--- src/rtl/fetch_line_ctrl.sv ---
// rtl/fetch_line_ctrl.sv - instruction fetch line controller feeding the 64-bit instruction buffer
//
// Owns the fetch PC, requests 8-byte-aligned lines from instruction memory
// (one outstanding request at most) and hands each returned line to the
// instruction buffer with its line address and a per-word valid mask.
// A redirect restarts fetch at a new target; a line that is already in
// flight when the redirect lands is swallowed on return.
//
// Ports:
//   clk, reset              clock, synchronous active-high reset
//   redirect_valid/_pc      one-cycle restart request and its target
//   mem_req/_addr           line request (combinational from state) and line address
//   mem_gnt                 memory accepted the request this cycle
//   mem_rvalid/_rdata       returned line, low word at the line address
//   out_valid/_ready        registered line handshake towards the buffer
//   out_data/_pc/_mask      line, its address, bit0 low word valid / bit1 high word valid

module fetch_line_ctrl #(
  parameter logic [31:0] RESET_PC = 32'h0000_0000
) (
  input  logic        clk,
  input  logic        reset,
  input  logic        redirect_valid,
  input  logic [31:0] redirect_pc,
  output logic        mem_req,
  output logic [31:0] mem_addr,
  input  logic        mem_gnt,
  input  logic        mem_rvalid,
  input  logic [63:0] mem_rdata,
  output logic        out_valid,
  input  logic        out_ready,
  output logic [63:0] out_data,
  output logic [31:0] out_pc,
  output logic [1:0]  out_mask
);

  typedef enum logic [1:0] {
    ST_REQ  = 2'd0,
    ST_WAIT = 2'd1,
    ST_HOLD = 2'd2,
    ST_DROP = 2'd3
  } state_e;

  localparam logic [31:0] RESET_LINE = RESET_PC & 32'hFFFF_FFF8;

  state_e      state_q, state_d;
  logic [31:0] pc_q, pc_d;
  logic        half_q, half_d;
  logic        out_valid_q, out_valid_d;
  logic [63:0] out_data_q, out_data_d;
  logic [31:0] out_pc_q, out_pc_d;
  logic [1:0]  out_mask_q, out_mask_d;

  logic [31:0] redirect_target;
  logic [31:0] line_pc;
  logic [31:0] next_line;

  // Word-aligned target; pc keeps bit 2 so an upper-half target can be masked.
  assign redirect_target = redirect_pc & 32'hFFFF_FFFC;
  assign line_pc         = pc_q & 32'hFFFF_FFF8;
  // Natural 32-bit overflow gives the wrap from the top line back to 0.
  assign next_line       = line_pc + 32'd8;

  // State register
  always_ff @(posedge clk) begin
    if (reset) begin
      state_q <= ST_REQ;
    end else begin
      state_q <= state_d;
    end
  end

  // Next-state logic; redirect outranks every other event.
  always_comb begin
    state_d = state_q;
    case (state_q)
      ST_REQ: begin
        if (redirect_valid) begin
          // A grant in the redirect cycle still leaves a response to swallow.
          state_d = mem_gnt ? ST_DROP : ST_REQ;
        end else if (mem_gnt) begin
          state_d = ST_WAIT;
        end
      end
      ST_WAIT: begin
        if (redirect_valid) begin
          state_d = mem_rvalid ? ST_REQ : ST_DROP;
        end else if (mem_rvalid) begin
          state_d = ST_HOLD;
        end
      end
      ST_HOLD: begin
        if (redirect_valid || out_ready) begin
          state_d = ST_REQ;
        end
      end
      ST_DROP: begin
        if (mem_rvalid) begin
          state_d = ST_REQ;
        end
      end
      default: state_d = ST_REQ;
    endcase
  end

  // Output logic for the memory side; reset overrides so the request is
  // quiet and the address shows the reset line while reset is held.
  always_comb begin
    mem_req  = 1'b0;
    mem_addr = line_pc;
    if (reset) begin
      mem_addr = RESET_LINE;
    end else if (state_q == ST_REQ) begin
      mem_req = 1'b1;
    end
  end

  // Datapath next values
  always_comb begin
    pc_d        = pc_q;
    half_d      = half_q;
    out_valid_d = out_valid_q;
    out_data_d  = out_data_q;
    out_pc_d    = out_pc_q;
    out_mask_d  = out_mask_q;
    if (redirect_valid) begin
      pc_d        = redirect_target;
      out_valid_d = 1'b0;
    end else begin
      case (state_q)
        ST_REQ: begin
          if (mem_gnt) begin
            half_d = pc_q[2];
          end
        end
        ST_WAIT: begin
          if (mem_rvalid) begin
            out_data_d  = mem_rdata;
            out_pc_d    = line_pc;
            // Entry into the upper word leaves the low word unusable.
            out_mask_d  = half_q ? 2'b10 : 2'b11;
            out_valid_d = 1'b1;
            pc_d        = next_line;
          end
        end
        ST_HOLD: begin
          if (out_ready) begin
            out_valid_d = 1'b0;
          end
        end
        default: begin
        end
      endcase
    end
  end

  // Datapath registers
  always_ff @(posedge clk) begin
    if (reset) begin
      pc_q        <= RESET_LINE;
      half_q      <= 1'b0;
      out_valid_q <= 1'b0;
      out_data_q  <= 64'd0;
      out_pc_q    <= 32'd0;
      out_mask_q  <= 2'b00;
    end else begin
      pc_q        <= pc_d;
      half_q      <= half_d;
      out_valid_q <= out_valid_d;
      out_data_q  <= out_data_d;
      out_pc_q    <= out_pc_d;
      out_mask_q  <= out_mask_d;
    end
  end

  assign out_valid = out_valid_q;
  assign out_data  = out_data_q;
  assign out_pc    = out_pc_q;
  assign out_mask  = out_mask_q;

endmodule

--- config.mk ---
export PLATFORM = sky130hd
export DESIGN_NAME = fetch_line_ctrl
export DESIGN_NICKNAME = d
export VERILOG_FILES = /design/src/rtl/fetch_line_ctrl.sv
export SDC_FILE = /design/constraint.sdc
export NUM_CORES = 1
export LEC_CHECK = 0
export CORE_MARGIN = 2
export CORE_UTILIZATION = 43
export DETAILED_ROUTE_END_ITERATION = 16
export PLACE_DENSITY = 0.9
export SYNTH_ARGS = -nofsm -noshare
export SYNTH_HDL_FRONTEND = slang
export SYNTH_SLANG_ARGS = --single-unit
export TNS_END_PERCENT = 10
--- constraint.sdc ---
create_clock -name clk -period 2.86 [get_ports clk]
set_clock_uncertainty 0.15 [all_clocks]
set_input_delay 0.572 -clock clk [delete_from_list [all_inputs] [get_ports clk]]
set_output_delay 0.572 -clock clk [all_outputs]
set_load 0.005 [all_outputs]
Word-level counts from Yosys, hierarchy flattened --
Index checks and enable logic that the tools add are counted.
Storage, ports and cells: flip-flop bits (word level) 131, output and inout port bits 132, word-level logic and storage cells 50
Operators by class: add/sub/neg operators 1, equality and inequality tests 9, multiplexer cells 19, bitwise gates (word level) 1, reductions and logical operators 12
Operators with widths (count):
- 32-bit 2-to-1 mux | 4
- 32-bit by 4-bit adder with 32-bit output, second input constant | 1
- 2-bit 2-to-1 mux | 8
- 3-bit AND reduction | 3
- 2-bit != test, second input constant | 4
- 2-bit case mux with 4 select lines | 1
- 3-bit != test, second input constant | 2
- 2-bit nonzero test | 3
- 1-bit 2-to-1 mux | 5
- 2-bit equality test, second input constant | 2
- 2-bit AND reduction | 2
- 4-bit AND reduction | 1
- 2-bit by 1-bit equality test with 1-bit output, second input constant | 1
- 2-bit logical NOT | 1
- 1-bit case mux with 2 select lines | 1
- 2-bit OR reduction | 1
- 1-bit logical OR | 1
- 1-bit NOT | 1

Depth between registers and ports, before layout --
depth in word-level cells 4, mapped depth 7, mapped depth without buffers 5

Worst setup path after synthesis --
No wires, ideal clock.
path kind input-to-reg, start input mem_rvalid, end register pc_q[25], library setup time 0.112 ns, arrival time 1.901 ns, path slack 0.697 ns, cell stages on the path 5, buffers on the path 1, path through nand4b_1 -> or4_1 -> clkbuf_2 -> or3_1 -> a2111oi_1
On the way: word-level cells in the longest chain between the ends 2
Ends and longest elaborated chain:
- start: declaration | line 28 | input logic mem_rvalid,
- 2-bit nonzero test (no line)
- 2-bit AND reduction (no line)
- end signal: assignment | line 167 | pc_q <= pc_d;
- end: declaration | line 47 | logic [31:0] pc_q, pc_d;
No other way between the ends. A chain may end at the register's enable or synchronous reset.

Worst setup path in the final report --
start input mem_rvalid, end register pc_q[22]
Same word-level chain as after synthesis.

==> out/summary.md <==
* outcome: finished, final reports clean
* Top Ports: 234
* share of power burned in registers: 39.9%
* number of buffers created by CTS: 17
* Skew-Pair Late Insertion Delay: 0.41 ns
* combinational share of power: 10.0%
* Vias per Instance: 5.158
* achievable clock frequency: 410.0 MHz
* Initial Utilization: 43.78%
* number of standard-cell rows in the floorplan: 41
* total instance count after detailed placement: 1073
* largest stage delay on the critical path: 0.48 ns
* die width: 116.9 µm
* total die area: 13660 µm²
* count of non-filler cells in the finished layout: 1105
* Static Leakage: 2.970 nW
* number of max-capacitance violations reported: 0
* placed instance area: 7950 µm²
* DR WL/cell: 15.39 µm
* global routing usage summed across all routing layers: 23.83%
* Top cell by count, worst path: sky130_fd_sc_hd__buf_4
* share of synthesized registers carrying an async set or reset: 0%
* library cell with the highest instance count after synthesis: sky130_fd_sc_hd__nand2_1
* Hold WC Path Type: flip-flop to flip-flop
* clock buffer depth: 2
* number of fill cells in the layout: 1012
* startpoint of the worst-slack reg-to-reg timing path: pc_q[3]
* R2R depth: 6
* Register-to-Register Setup Slack: 0.53 ns
* number of synthesized flops with an enable pin: 0
* worst endpoint data arrival time: 2.58 ns
* cell breakdown of the critical path: clkdlybuf4s50_1 > buf_4 > nand3b_1 > nor4_1 > buf_4 > a311oi_1 > a2111oi_0
* data required time at the worst endpoint: 3.00 ns
* PostCTS Resize Cnt: 0
* commonest register cell after synthesis: sky130_fd_sc_hd__dfxtp_1
* number of unique standard cell types used by synthesis: 44
* GRT busiest layer: met2
* IO Port Bufs: 225
* Slowest cell on crit path: sky130_fd_sc_hd__clkdlybuf4s50_1
* first-pass GRT wire length: 25630 µm
* met3 Resource Use GR: 6.334%
* antenna diode count: 0
* IR drop worst, VDD: 0.4474 mV
* number of clock sinks seen by CTS: 129
* Root Driver: sky130_fd_sc_hd__clkbuf_16
* pin count of the biggest net entering global routing: 65
* maximum level of the CTS H-tree: 4
* worst slew margin relative to its limit: 45.51%
* highest net fanout along the worst path: 7
* worst setup path endpoint: pc_q[22]
* Slew @ Worst Pin: 0.8098 ns
* count of vias placed by the detailed router: 5700
* unrepaired setup endpoints after global routing: no
* remaining design rule violation count: 0
* Syn Inst Count: 708
* via count of the first global-routing pass: 5307
* Final Net Count: 1023
* Critical Path Start: mem_rvalid
* power density over cell area: 559.6 nW/µm²
* final weighted congestion in routability-driven placement: 0.8643
* post-CTS repair timing setup buffer count: 0
* top cell types by occurrence after synthesis: sky130_fd_sc_hd__nand2_1, sky130_fd_sc_hd__dfxtp_1, sky130_fd_sc_hd__a21oi_1, sky130_fd_sc_hd__clkbuf_1, sky130_fd_sc_hd__nor2_1
* shortest clock period the worst path allows after layout: 2.439 ns
* share of total power consumed by net switching: 21.69%
* Global Route met2 Usage: 39.73%
* count of pins over their slew limit: 0
* portion of the clock cycle consumed by the worst path in the final layout: 85.28%
* sequential cell area in the final layout: 2582 µm²
* number of failing hold endpoints at the final stage: 0
* First DRT Iteration DRCs: 376
* count of final setup violators: 0
* post-route standard cell area excluding fillers: 8615 µm²
* hold-fix buffers at CTS: 0
* die outline height: 116.9 µm
* post-CTS clock slew at the launch and capture registers of the worst setup and hold paths: 0.06 ns
* Crit Path Category: input pin to flip-flop
* layout cells sized above 1: 6.860%
* net load switching power: 0.001046 W
* Area Overhead vs Synth: 57.19%
* first drt pass iteration count: 5
* leading area contributor after synthesis: sky130_fd_sc_hd__dfxtp_1
* area inside the core boundary: 12520 µm²
* Avg Synthesized Cell Area: 7.740 µm²
* number of antenna violations at the first check in global routing: 0
* routed wire length: 17000 µm
* top cell type's share of synthesized area: 47.12%
* Setup Total Neg Slack: 0 ns
* Critical Path End Type: flip-flop
* fraction of power consumed by the clock network: 50.2%
* total congestion overflow after global routing: 0
* Seq/Total Area, Yosys: 47.12%
* post-DP HPWL: 11680 µm
* netlist area before placement: 5480 µm²
* internal cell power: 0.003775 W
* crit start category: input pin
* destination of the worst register-to-register timing path: pc_q[27]
* number of register bits inferred by synthesis: 129
* number of nets with antenna violations after routing: 0
* total area of multi-input combinational cells: 2605 µm²
* TritonCTS clock tree: built
* synth top area cells: sky130_fd_sc_hd__dfxtp_1, sky130_fd_sc_hd__nand2_1, sky130_fd_sc_hd__a21oi_1, sky130_fd_sc_hd__nor2b_1, sky130_fd_sc_hd__clkbuf_1
* met1 global-route usage: 29.37%
* Yosys warning count: 0
-- routing by layer --
| metal | part of all wire (%) | up-vias |
|---|---|---|
| li1 | - | 2825 |
| met1 | 40 | 2615 |
| met2 | 50 | 223 |
| met3 | 7.6 | 37 |
| met4 | 2.4 | 0 |
| met5 | 0 | - |
-- logic make-up (layout without fill, tap and decap cells) --
logic type | Yosys count | after routing | synth area share, %
buffers and inverters | 80 | 300 | 6.004
DFF | 129 | 129 | 47.12
muxes | 2 | 2 | 0.3881
and+or+nand+nor | 335 | 335 | 28.31
xor gates and xnor gates | 8 | 8 | 1.279
AOI/OAI and AO/OA | 152 | 152 | 16.60
other | 1 | 6 | 0.06843
adders and majority gates | 1 | 1 | 0.2283
-- power groups by stage --
stage          logic, W  registers, W  clock network [W]
2_1_floorplan  0.000203       0.00194                  0
3_3_place_gp   0.000469       0.00196                  0
3_5_place_dp   0.000477       0.00196                  0
4_1_cts        0.000482       0.00192            0.00245
5_1_grt        0.000523       0.00193            0.00252
6_report       0.000480       0.00192            0.00242
-- worst max-delay path, delay by kind of cell --
kind                   cells  cell delay [ns]
AO/OA/AOI/OAI              2             0.47
buffers and inverters      3             0.84
AND/OR/NAND/NOR            2             0.69
-- sequential cells by signal, summed over array words and instances (netlist names) --
signal / count
state_q: 2
half_q: 1
pc_q: 30
out_mask: 2
out_data: 64
out_valid: 1
out_pc: 29
-- per-stage QoR --
step	worst slack (ns)	total power (W)	hold slack, ns	utilization, %
floorplan	0.6971	0.002141	0.2976	-
CTS	0.4565	0.004853	0.3033	68.82
global route	0.3036	0.004975	0.3202	68.82
detailed placement	0.05122	0.002435	0.2957	63.51
finish	0.4209	0.004821	0.3024	68.82
global placement	0.1767	0.002425	0.2903	63.51
-- placed cells by master, fill, tap and decap left out, types with 11 or more instances in the layout --
| master | instances |
|---|---|
| sky130_fd_sc_hd__a211oi_1 | 15 |
| sky130_fd_sc_hd__a21oi_1 | 102 |
| sky130_fd_sc_hd__a311oi_1 | 13 |
| sky130_fd_sc_hd__buf_4 | 20 |
| sky130_fd_sc_hd__clkbuf_16 | 17 |
| sky130_fd_sc_hd__clkdlybuf4s50_1 | 224 |
| sky130_fd_sc_hd__dfxtp_1 | 129 |
| sky130_fd_sc_hd__inv_1 | 20 |
| sky130_fd_sc_hd__nand2_1 | 204 |
| sky130_fd_sc_hd__nand4_1 | 11 |
| sky130_fd_sc_hd__nor2_1 | 34 |
| sky130_fd_sc_hd__nor2b_1 | 27 |
| sky130_fd_sc_hd__nor4_1 | 11 |
-- final cells by class --
cell class | instances | area share (%)
inverter | 20 | 0.8715
sequential | 129 | 29.98
multi-input combinational | 504 | 30.24
tap | 172 | 2.498
clock inverter | 9 | 2.048
timing repair buffer | 248 | 28.70
clock buffer | 23 | 5.664
-- how the worst min path moves through the flow --
stage | end | cells past startpoint | start | slack, ns
2_1_floorplan | pc_q[2] | 2 | pc_q[2] | 0.30
3_3_place_gp | out_data[61] | 2 | out_data[61] | 0.29
3_5_place_dp | out_data[54] | 2 | out_data[54] | 0.30
4_1_cts | out_data[54] | 2 | out_data[54] | 0.30
5_1_grt | out_data[16] | 2 | out_data[16] | 0.32
6_report | out_data[15] | 2 | out_data[15] | 0.30
Note: power is estimated with default switching activity, not from simulation.
